<file path="config.mk">
export PLATFORM = sky130hd
export DESIGN_NAME = ecc_op_ctrl
export DESIGN_NICKNAME = d
export VERILOG_FILES = /design/src/rtl/ecc_pkg.sv /design/src/rtl/ecc_op_ctrl.sv
export SDC_FILE = /design/constraint.sdc
export NUM_CORES = 1
export LEC_CHECK = 0
export CORE_MARGIN = 2
export CORE_UTILIZATION = 45
export DETAILED_ROUTE_END_ITERATION = 10
export PLACE_DENSITY = 0.75
export SYNTH_ARGS = -nofsm -noshare
export SYNTH_HDL_FRONTEND = slang
export SYNTH_SLANG_ARGS = --single-unit
</file>
<file path="constraint.sdc">
create_clock -name clk -period 2.25 [get_ports clk]
set_input_delay 0.5625 -clock clk [delete_from_list [all_inputs] [get_ports clk]]
set_output_delay 0.5625 -clock clk [all_outputs]
set_load 0.05 [all_outputs]
</file>
<file path="src/rtl/ecc_pkg.sv">
// Shared types and constants for the Hamming ECC controller and datapath.
package ecc_pkg;

    // Operation encoding carried on ctrl_op.
    typedef enum logic [1:0] {
        OP_ENC  = 2'd0,
        OP_DEC  = 2'd1,
        OP_FULL = 2'd2,
        OP_ILL  = 2'd3
    } op_e;

    // Codeword width encoding carried on ctrl_width / width_sel.
    typedef enum logic [1:0] {
        W8    = 2'd0,
        W16   = 2'd1,
        W32   = 2'd2,
        W_ILL = 2'd3
    } width_e;

    // Sequencing controller states.
    typedef enum logic [2:0] {
        ST_IDLE  = 3'd0,
        ST_ENC   = 3'd1,
        ST_NOISE = 3'd2,
        ST_DEC   = 3'd3,
        ST_DONE  = 3'd4
    } ctrl_state_e;

    // Payload bits carried by each codeword width.
    localparam int DATA_BITS_W8  = 4;
    localparam int DATA_BITS_W16 = 11;
    localparam int DATA_BITS_W32 = 26;

    // Check bits (Hamming plus overall parity) for each codeword width.
    localparam int PARITY_BITS_W8  = 4;
    localparam int PARITY_BITS_W16 = 5;
    localparam int PARITY_BITS_W32 = 6;

    // Payload bit count for a given width code; 0 for the illegal code.
    function automatic int data_bits(input width_e w);
        case (w)
            W8:      data_bits = DATA_BITS_W8;
            W16:     data_bits = DATA_BITS_W16;
            W32:     data_bits = DATA_BITS_W32;
            default: data_bits = 0;
        endcase
    endfunction

    // Check bit count for a given width code; 0 for the illegal code.
    function automatic int parity_bits(input width_e w);
        case (w)
            W8:      parity_bits = PARITY_BITS_W8;
            W16:     parity_bits = PARITY_BITS_W16;
            W32:     parity_bits = PARITY_BITS_W32;
            default: parity_bits = 0;
        endcase
    endfunction

endpackage

</file>
<file path="src/rtl/ecc_op_ctrl.sv">
// Sequencing controller for the Hamming ECC datapath. Accepts one command
// (encode, decode, or encode->noise->decode), issues one-cycle load strobes
// to the datapath, and reports completion, error count and illegal status.
module ecc_op_ctrl
    import ecc_pkg::*;
#(
    parameter int DATA_WIDTH = 32,
    parameter int CNT_WIDTH  = 8
) (
    input  logic                 clk,
    input  logic                 rst,
    input  logic                 start,
    input  logic [1:0]           ctrl_op,
    input  logic [1:0]           ctrl_width,
    input  logic [1:0]           dec_num_err,
    output logic [1:0]           width_sel,
    output logic                 dec_src_sel,
    output logic                 enc_ld,
    output logic                 noise_ld,
    output logic                 dec_ld,
    output logic                 busy,
    output logic                 done,
    output logic [1:0]           num_of_errors,
    output logic                 err_illegal,
    output logic [CNT_WIDTH-1:0] op_cnt
);

    // Widest legal width code; codes above it are rejected as illegal.
    localparam logic [1:0] MAX_W_CODE = (DATA_WIDTH >= 32) ? 2'(W32) :
                                        (DATA_WIDTH >= 16) ? 2'(W16) : 2'(W8);

    ctrl_state_e          state_q, state_d;
    op_e                  op_q, op_d;
    logic [1:0]           width_sel_q, width_sel_d;
    logic                 dec_src_sel_q, dec_src_sel_d;
    logic                 enc_ld_q, enc_ld_d;
    logic                 noise_ld_q, noise_ld_d;
    logic                 dec_ld_q, dec_ld_d;
    logic                 busy_q, busy_d;
    logic                 done_q, done_d;
    logic [1:0]           num_err_q, num_err_d;
    logic                 err_ill_q, err_ill_d;
    logic [CNT_WIDTH-1:0] op_cnt_q, op_cnt_d;
    logic                 cmd_illegal;

    // Next-state, command latch and registered (Moore) output decode.
    always_comb begin
        state_d       = state_q;
        op_d          = op_q;
        width_sel_d   = width_sel_q;
        dec_src_sel_d = dec_src_sel_q;
        num_err_d     = num_err_q;
        err_ill_d     = err_ill_q;
        op_cnt_d      = op_cnt_q;
        cmd_illegal   = (op_e'(ctrl_op) == OP_ILL) || (ctrl_width > MAX_W_CODE);

        case (state_q)
            ST_IDLE: begin
                if (start) begin
                    op_d          = op_e'(ctrl_op);
                    width_sel_d   = ctrl_width;
                    dec_src_sel_d = 1'b0;
                    num_err_d     = 2'd0;
                    err_ill_d     = 1'b0;
                    if (cmd_illegal) begin
                        err_ill_d = 1'b1;
                        state_d   = ST_DONE;
                    end else begin
                        case (op_e'(ctrl_op))
                            OP_DEC:  state_d = ST_DEC;
                            OP_FULL: begin
                                state_d       = ST_ENC;
                                dec_src_sel_d = 1'b1;
                            end
                            default: state_d = ST_ENC;
                        endcase
                    end
                end
            end
            ST_ENC:   state_d = (op_q == OP_FULL) ? ST_NOISE : ST_DONE;
            ST_NOISE: state_d = ST_DEC;
            ST_DEC: begin
                // Code 3 is not a valid decoder result; report it as double error.
                num_err_d = (dec_num_err == 2'd3) ? 2'd2 : dec_num_err;
                state_d   = ST_DONE;
            end
            ST_DONE:  state_d = ST_IDLE;
            default:  state_d = ST_IDLE;
        endcase

        // Outputs are decoded from the next state so they are registered
        // and line up with the state they belong to.
        enc_ld_d   = (state_d == ST_ENC);
        noise_ld_d = (state_d == ST_NOISE);
        dec_ld_d   = (state_d == ST_DEC);
        done_d     = (state_d == ST_DONE);
        busy_d     = (state_d != ST_IDLE);

        // Count the operation as it enters DONE so the new count is visible with done.
        if ((state_d == ST_DONE) && (op_cnt_q != {CNT_WIDTH{1'b1}})) begin
            op_cnt_d = op_cnt_q + CNT_WIDTH'(1);
        end
    end

    // Single state/output register bank; reset aborts any operation immediately.
    always_ff @(posedge clk) begin
        if (rst) begin
            state_q       <= ST_IDLE;
            op_q          <= OP_ENC;
            width_sel_q   <= 2'd0;
            dec_src_sel_q <= 1'b0;
            enc_ld_q      <= 1'b0;
            noise_ld_q    <= 1'b0;
            dec_ld_q      <= 1'b0;
            busy_q        <= 1'b0;
            done_q        <= 1'b0;
            num_err_q     <= 2'd0;
            err_ill_q     <= 1'b0;
            op_cnt_q      <= '0;
        end else begin
            state_q       <= state_d;
            op_q          <= op_d;
            width_sel_q   <= width_sel_d;
            dec_src_sel_q <= dec_src_sel_d;
            enc_ld_q      <= enc_ld_d;
            noise_ld_q    <= noise_ld_d;
            dec_ld_q      <= dec_ld_d;
            busy_q        <= busy_d;
            done_q        <= done_d;
            num_err_q     <= num_err_d;
            err_ill_q     <= err_ill_d;
            op_cnt_q      <= op_cnt_d;
        end
    end

    assign width_sel     = width_sel_q;
    assign dec_src_sel   = dec_src_sel_q;
    assign enc_ld        = enc_ld_q;
    assign noise_ld      = noise_ld_q;
    assign dec_ld        = dec_ld_q;
    assign busy          = busy_q;
    assign done          = done_q;
    assign num_of_errors = num_err_q;
    assign err_illegal   = err_ill_q;
    assign op_cnt        = op_cnt_q;

endmodule

</file>
After elaboration in Yosys (flattened, before gate mapping). Cells that the tools add are included.

Flip-flop bits (word level): 24. Output and inout bits: 19.

Add/sub/neg operators: 1. Order comparisons: 1. Eq/ne operators: 14. Muxes and demuxes: 11. Reduce and logical (&&, ||, !) cells: 7.

Operators with widths (number): == test 3 x 2 -> 1 bit, second input constant (4); one-hot mux 3 bit (4 select lines) (1); 2-to-1 mux 3 bit (3); adder 8 x 1 -> 8 bit, second input constant (1); == test 2 bit, second input constant (4); != test 8 bit, second input constant (1); == test 3 x 1 -> 1 bit, second input constant (2); 2-to-1 mux 2 bit (3); one-hot mux 2 bit (2 select lines) (1); AND reduction 2 bit (2); == test 3 bit, second input constant (1); logical NOT 3 bit (1); 2-to-1 mux 1 bit (3); nonzero test 3 bit (1); == test 2 x 1 -> 1 bit, second input constant (1); greater-than comparator 2 bit, second input constant (1); != test 2 bit, second input constant (1); nonzero test 2 bit (1); logical AND 1 bit (1); logical OR 1 bit (1).

Logic depth before layout (Yosys ltp). Gate-level depths: netlist (run 1).

Depth in word-level cells: 7. Depth in mapped cells: 6. Gate-level depth less buffers: 5.

Worst setup path before layout (run 1). Ideal clock, no wire load.

Path kind: input to register. Start: input port start. End: register op_cnt_q[3] (netlist: op_cnt[3]). Setup time: 0.121 ns. Arrival: 1.691 ns. Required time: 2.129 ns. Slack: 0.438 ns. Cell stages on the path: 4. Buffers on the path: 0. Cell sequence: nor4b_4 a32oi_2 nor4b_1 mux2_2.

Cells in the longest elaborated chain, start to end: 4.

RTL lines: start, declared (RTL line ecc_op_ctrl.sv:12) `input logic start,`; 2-to-1 mux 3 bit (RTL line ecc_op_ctrl.sv:59) `if (start) begin`; one-hot mux 3 bit (4 select lines) (RTL line ecc_op_ctrl.sv:57) `case (state_q)`; == test 3 bit (RTL line ecc_op_ctrl.sv:100) `if ((state_d == ST_DONE) && (op_cnt_q != {CNT_WIDTH{1'b1}})) begin`; logical AND 1 bit (RTL line ecc_op_ctrl.sv:100); end signal, assigned (RTL line ecc_op_ctrl.sv:132) `op_cnt_q <= op_cnt_d;`; end, declared (RTL line ecc_op_ctrl.sv:43) `logic [CNT_WIDTH-1:0] op_cnt_q, op_cnt_d;`.

Every way passes these cells. A chain may end at the register's enable or synchronous reset.

Worst setup path after layout (run 1).
Start: register op_cnt_q[2] (netlist: op_cnt[2]). End: output port op_cnt[2].

RTL lines: end, declared (RTL line ecc_op_ctrl.sv:25) `output logic [CNT_WIDTH-1:0] op_cnt`.

No word-level cell between the ends.

==> results of run 1 <==
## layer usage
layer	track usage [%]	vias up	part of all wire, %
li1	-	494	-
met1	19.4	457	41
met2	32.7	22	53
met3	3.71	2	5.3
met4	9.83	0	0.44
met5	0	-	0
## report_power, final
part / internal (mW) / leakage [nW] / switching [mW]
sequential: 0.456 / 0.196 / 0.0277
clock: 0.0986 / 0.0210 / 0.118
combinational: 0.121 / 0.311 / 0.166
total: 0.676 / 0.527 / 0.311
## state kept, by name (all words and copies together) (netlist names)
signal,count
num_of_errors,2
op_cnt,8
noise_ld,1
done,1
state_q,3
dec_ld,1
width_sel,2
enc_ld,1
busy,1
op_q,2
dec_src_sel,1
err_illegal,1
## metrics by stage
step / hold slack (ps) / setup WS, ps / util [%]
2_1_floorplan: 431 / 438 / -
3_3_place_gp: 440 / -23.2 / 63.7
3_5_place_dp: 454 / -80.8 / 63.7
4_1_cts: 472 / 46.2 / 65.4
5_1_grt: 490 / 3.56 / 65.4
6_report: 465 / 67.3 / 65.4
## worst max path at each step
stage                           start                     end  slack (ps)  cells after the start
2_1_floorplan                   start  op_cnt[3]$_SDFFE_PP0P_         440                      4
3_3_place_gp                    start  op_cnt[3]$_SDFFE_PP0P_         -20                      5
3_5_place_dp                    start  op_cnt[3]$_SDFFE_PP0P_         -80                      5
4_1_cts        op_cnt[2]$_SDFFE_PP0P_               op_cnt[2]          50                      1
5_1_grt        op_cnt[2]$_SDFFE_PP0P_               op_cnt[2]           4                      1
6_report       op_cnt[2]$_SDFFE_PP0P_               op_cnt[2]          70                      1
## cells by family after synthesis
kind of cell             after synthesis
AND/OR/NAND/NOR                       55
AO/OA/AOI/OAI                         24
flip-flops                            24
buffers and inverters                  9
multiplexers                           3
adder cells (fa/ha/maj)                1
## area by class of cell
cell class | count | area [um2] | share of cell area, %
sequential | 24 | 480 | 33.2
tap | 28 | 35.0 | 2.42
inverter | 3 | 11.3 | 0.779
multi-input combinational | 83 | 523 | 36.2
clock buffer | 4 | 36.3 | 2.51
timing repair buffer | 39 | 360 | 24.9
## placed cells by master, fill, tap and decap left out, types with 2 or more instances in the layout
| cell | Yosys | layout |
|---|---|---|
| nand2b_1 | 3 | 3 |
| nor4_1 | 2 | 2 |
| inv_1 | 3 | 3 |
| o21ai_0 | 3 | 3 |
| mux2_2 | 2 | 2 |
| nor3_1 | 4 | 4 |
| nand2_1 | 13 | 13 |
| nor2b_1 | 2 | 2 |
| or4_1 | 2 | 2 |
| nor2_1 | 11 | 11 |
| a21oi_1 | 9 | 9 |
| a211oi_1 | 2 | 2 |
| nand3_1 | 6 | 6 |
| o31ai_1 | 2 | 2 |
| buf_4 | 1 | 12 |
| clkdlybuf4s50_1 | 0 | 27 |
| clkbuf_4 | 0 | 3 |
| dfxtp_1 | 24 | 24 |
==> summary.md, run 1 <==
| Metric | Value |
|---|---|
| Final setup viols | 0 |
| Layout Nets | 164 |
| Data required time at the worst endpoint | 1690 ps |
| Syn nets | 126 |
| Hold path depth | 2 |
| Die area | ~0.0027 mm2 |
| Fraction of layout cells with a size suffix above 1 | between 10 and 15% |
| Clock latency on the worst-skew pair | 300 ps |
| Critical R2R Capture | op_cnt[6]$_SDFFE_PP0P_ |
| Largest family of logic cells by synthesized area | simple AND/OR/NAND/NOR gates |
| Final Critical Period | 2180 ps |
| Cell Area, Synth | between 0.001 and 0.0015 mm2 |
| Period Utilization, post-route | 97.0% |
| DRT Pass-1 Iters | 4 |
| Buffer and inverter count on the worst path | 1 |
| Initial Util | between 40% and 50% |
| Worst reg2reg path depth | 5 |
| CTS hold repair buffers | 0 |
| Clock Tree Root | clkbuf_4 |
| CTS tree | yes |
| WP data arrival | between 1500 and 2000 ps |
| RSZ-0062 raised after global routing | no |
| DPL Wire Length | about 1700 um |
| Fmax achieved | roughly 0.46 GHz |
| Gr ovfl total | 0 |
| Area delta synth->final | 37.8% |
| FF+latch count, synth | 24 |
| Routed wire per std cell | roughly 12 um |
| Top-count cell post-synth | dfxtp_1 |
| Initial antenna violation count | 0 |
| Max VDD drop | between 0.3 and 0.4 mV |
| Hold Vio Cnt, Final | 0 |
| Synth Flop Type | dfxtp_1 |
| Clk buf depth | 2 |
| Total core area | 0.00221 mm2 |
| Worst reg2reg startpoint | state_q[1]$_SDFF_PP0_ |
| CP max-delay cell | clkdlybuf4s50_1 |
| Worst Setup End Kind | primary output |
| Proportion of synthesized area in mux cells | roughly 3.1% |
| Seq/Total Area, Yosys | between 40 and 50% |
| Cells along the critical path | clkdlybuf4s50_1 |
| Dpl cell area | 0.00141 mm2 |
| Ys Warns | 0 |
| Largest stage delay, worst path | 850 ps |
| Iter 0 DRT Violations | 9 |
| Final setup TNS | 0 ps |
| Placed insts | between 150 and 200 |
| Final ANT Viol Nets | 0 |
| Largest area contributor in the netlist | dfxtp_1 |
| Layout Cells excl Fill | 181 |
| Mapped Cells | 116 |
| Status | complete, no violations |
| FILL cells | 196 |
| CTS H-Tree Depth | 1 |
| Ant diodes | 0 |
| Die X | ~52 um |
| PD cells | 683 mW/mm2 |
| Port Buf Inserts | 27 |
| Final GP Congestion | between 0.8 and 0.9 |
| Tot Pwr | 987 uW |
| Site row count | 17 |
| Synth area leaders | dfxtp_1 (46%), nand2_1 (4.6%), a21oi_1 (4.3%) |
| HP Class | register to register |
| Post-synth EDFFs | 0 |
| Pin count of the biggest net entering global routing | 16 |
| Setup Skew | 3.97 ps |
| Avg Cell Area, Syn | roughly 9.0 um2 |
| Fraction of the mapped netlist area in compound gates | 15.9% |
| Worst Hold Launch | dec_src_sel$_SDFFE_PP0P_ |
| Number of global-route vias before repair | about 940 |
| Pleak | 0.527 nW |
| Simple-gate share of the synthesized area | between 20% and 30% |
| CP delay by family, top | buffers and inverters |
| Relative slew slack | between 60% and 70% |
| Adder-cell area share of the yosys netlist | under 10% |
| Crit path kind | register to primary output |
| I/O Pins | 28 |
| Startpoint Class | register |
| PostCTS Resize Cnt | 0 |
| Max-cap violations | 0 |
| Sink Count | 24 |
| Largest fanout on the critical path | 8 |
| Slew Viols, Final | 0 |
| First-pass GRT wire length | around 3800 um |
| Hold EP | dec_src_sel$_SDFFE_PP0P_ |
| Final instance area | roughly 0.0014 mm2 |
| Xor and xnor fraction of the mapped netlist area | 0% |
| CTS clock-pin slew for the worst setup and hold paths | 120 ps |
| Post-synth top area share | a little under half |
| Commonest cells in the netlist | dfxtp_1 (24), nand2_1 (13), nor2_1 (11), a21oi_1 (9), nand3_1 (6) |
| Die height | between 50 and 60 um |
| Tot GR Track Use | 18.1% |
| DRC Markers | 0 |
| Fraction of registers with async set/reset | 0% |
| Post-synthesis cell type count | between 40 and 50 |
| Final WL | roughly 2300 um |
| Setup bufs post-CTS | 0 |
| Total CTS buffers | 3 |
| Flop-to-flop setup slack | 430 ps |
| Vias/cell | roughly 5.4 |
| Worst Tran Pin Value | ~500 ps |
| DR vias | roughly 980 |
No activity file was read; power rests on OpenSTA's default activity.
==> run 2: changes to the inputs <==
- ABC_CLOCK_PERIOD_IN_PS: not set -> 2250
==> results of run 2 <==
The final DEF is identical to that of run 1; final timing and power are the same.
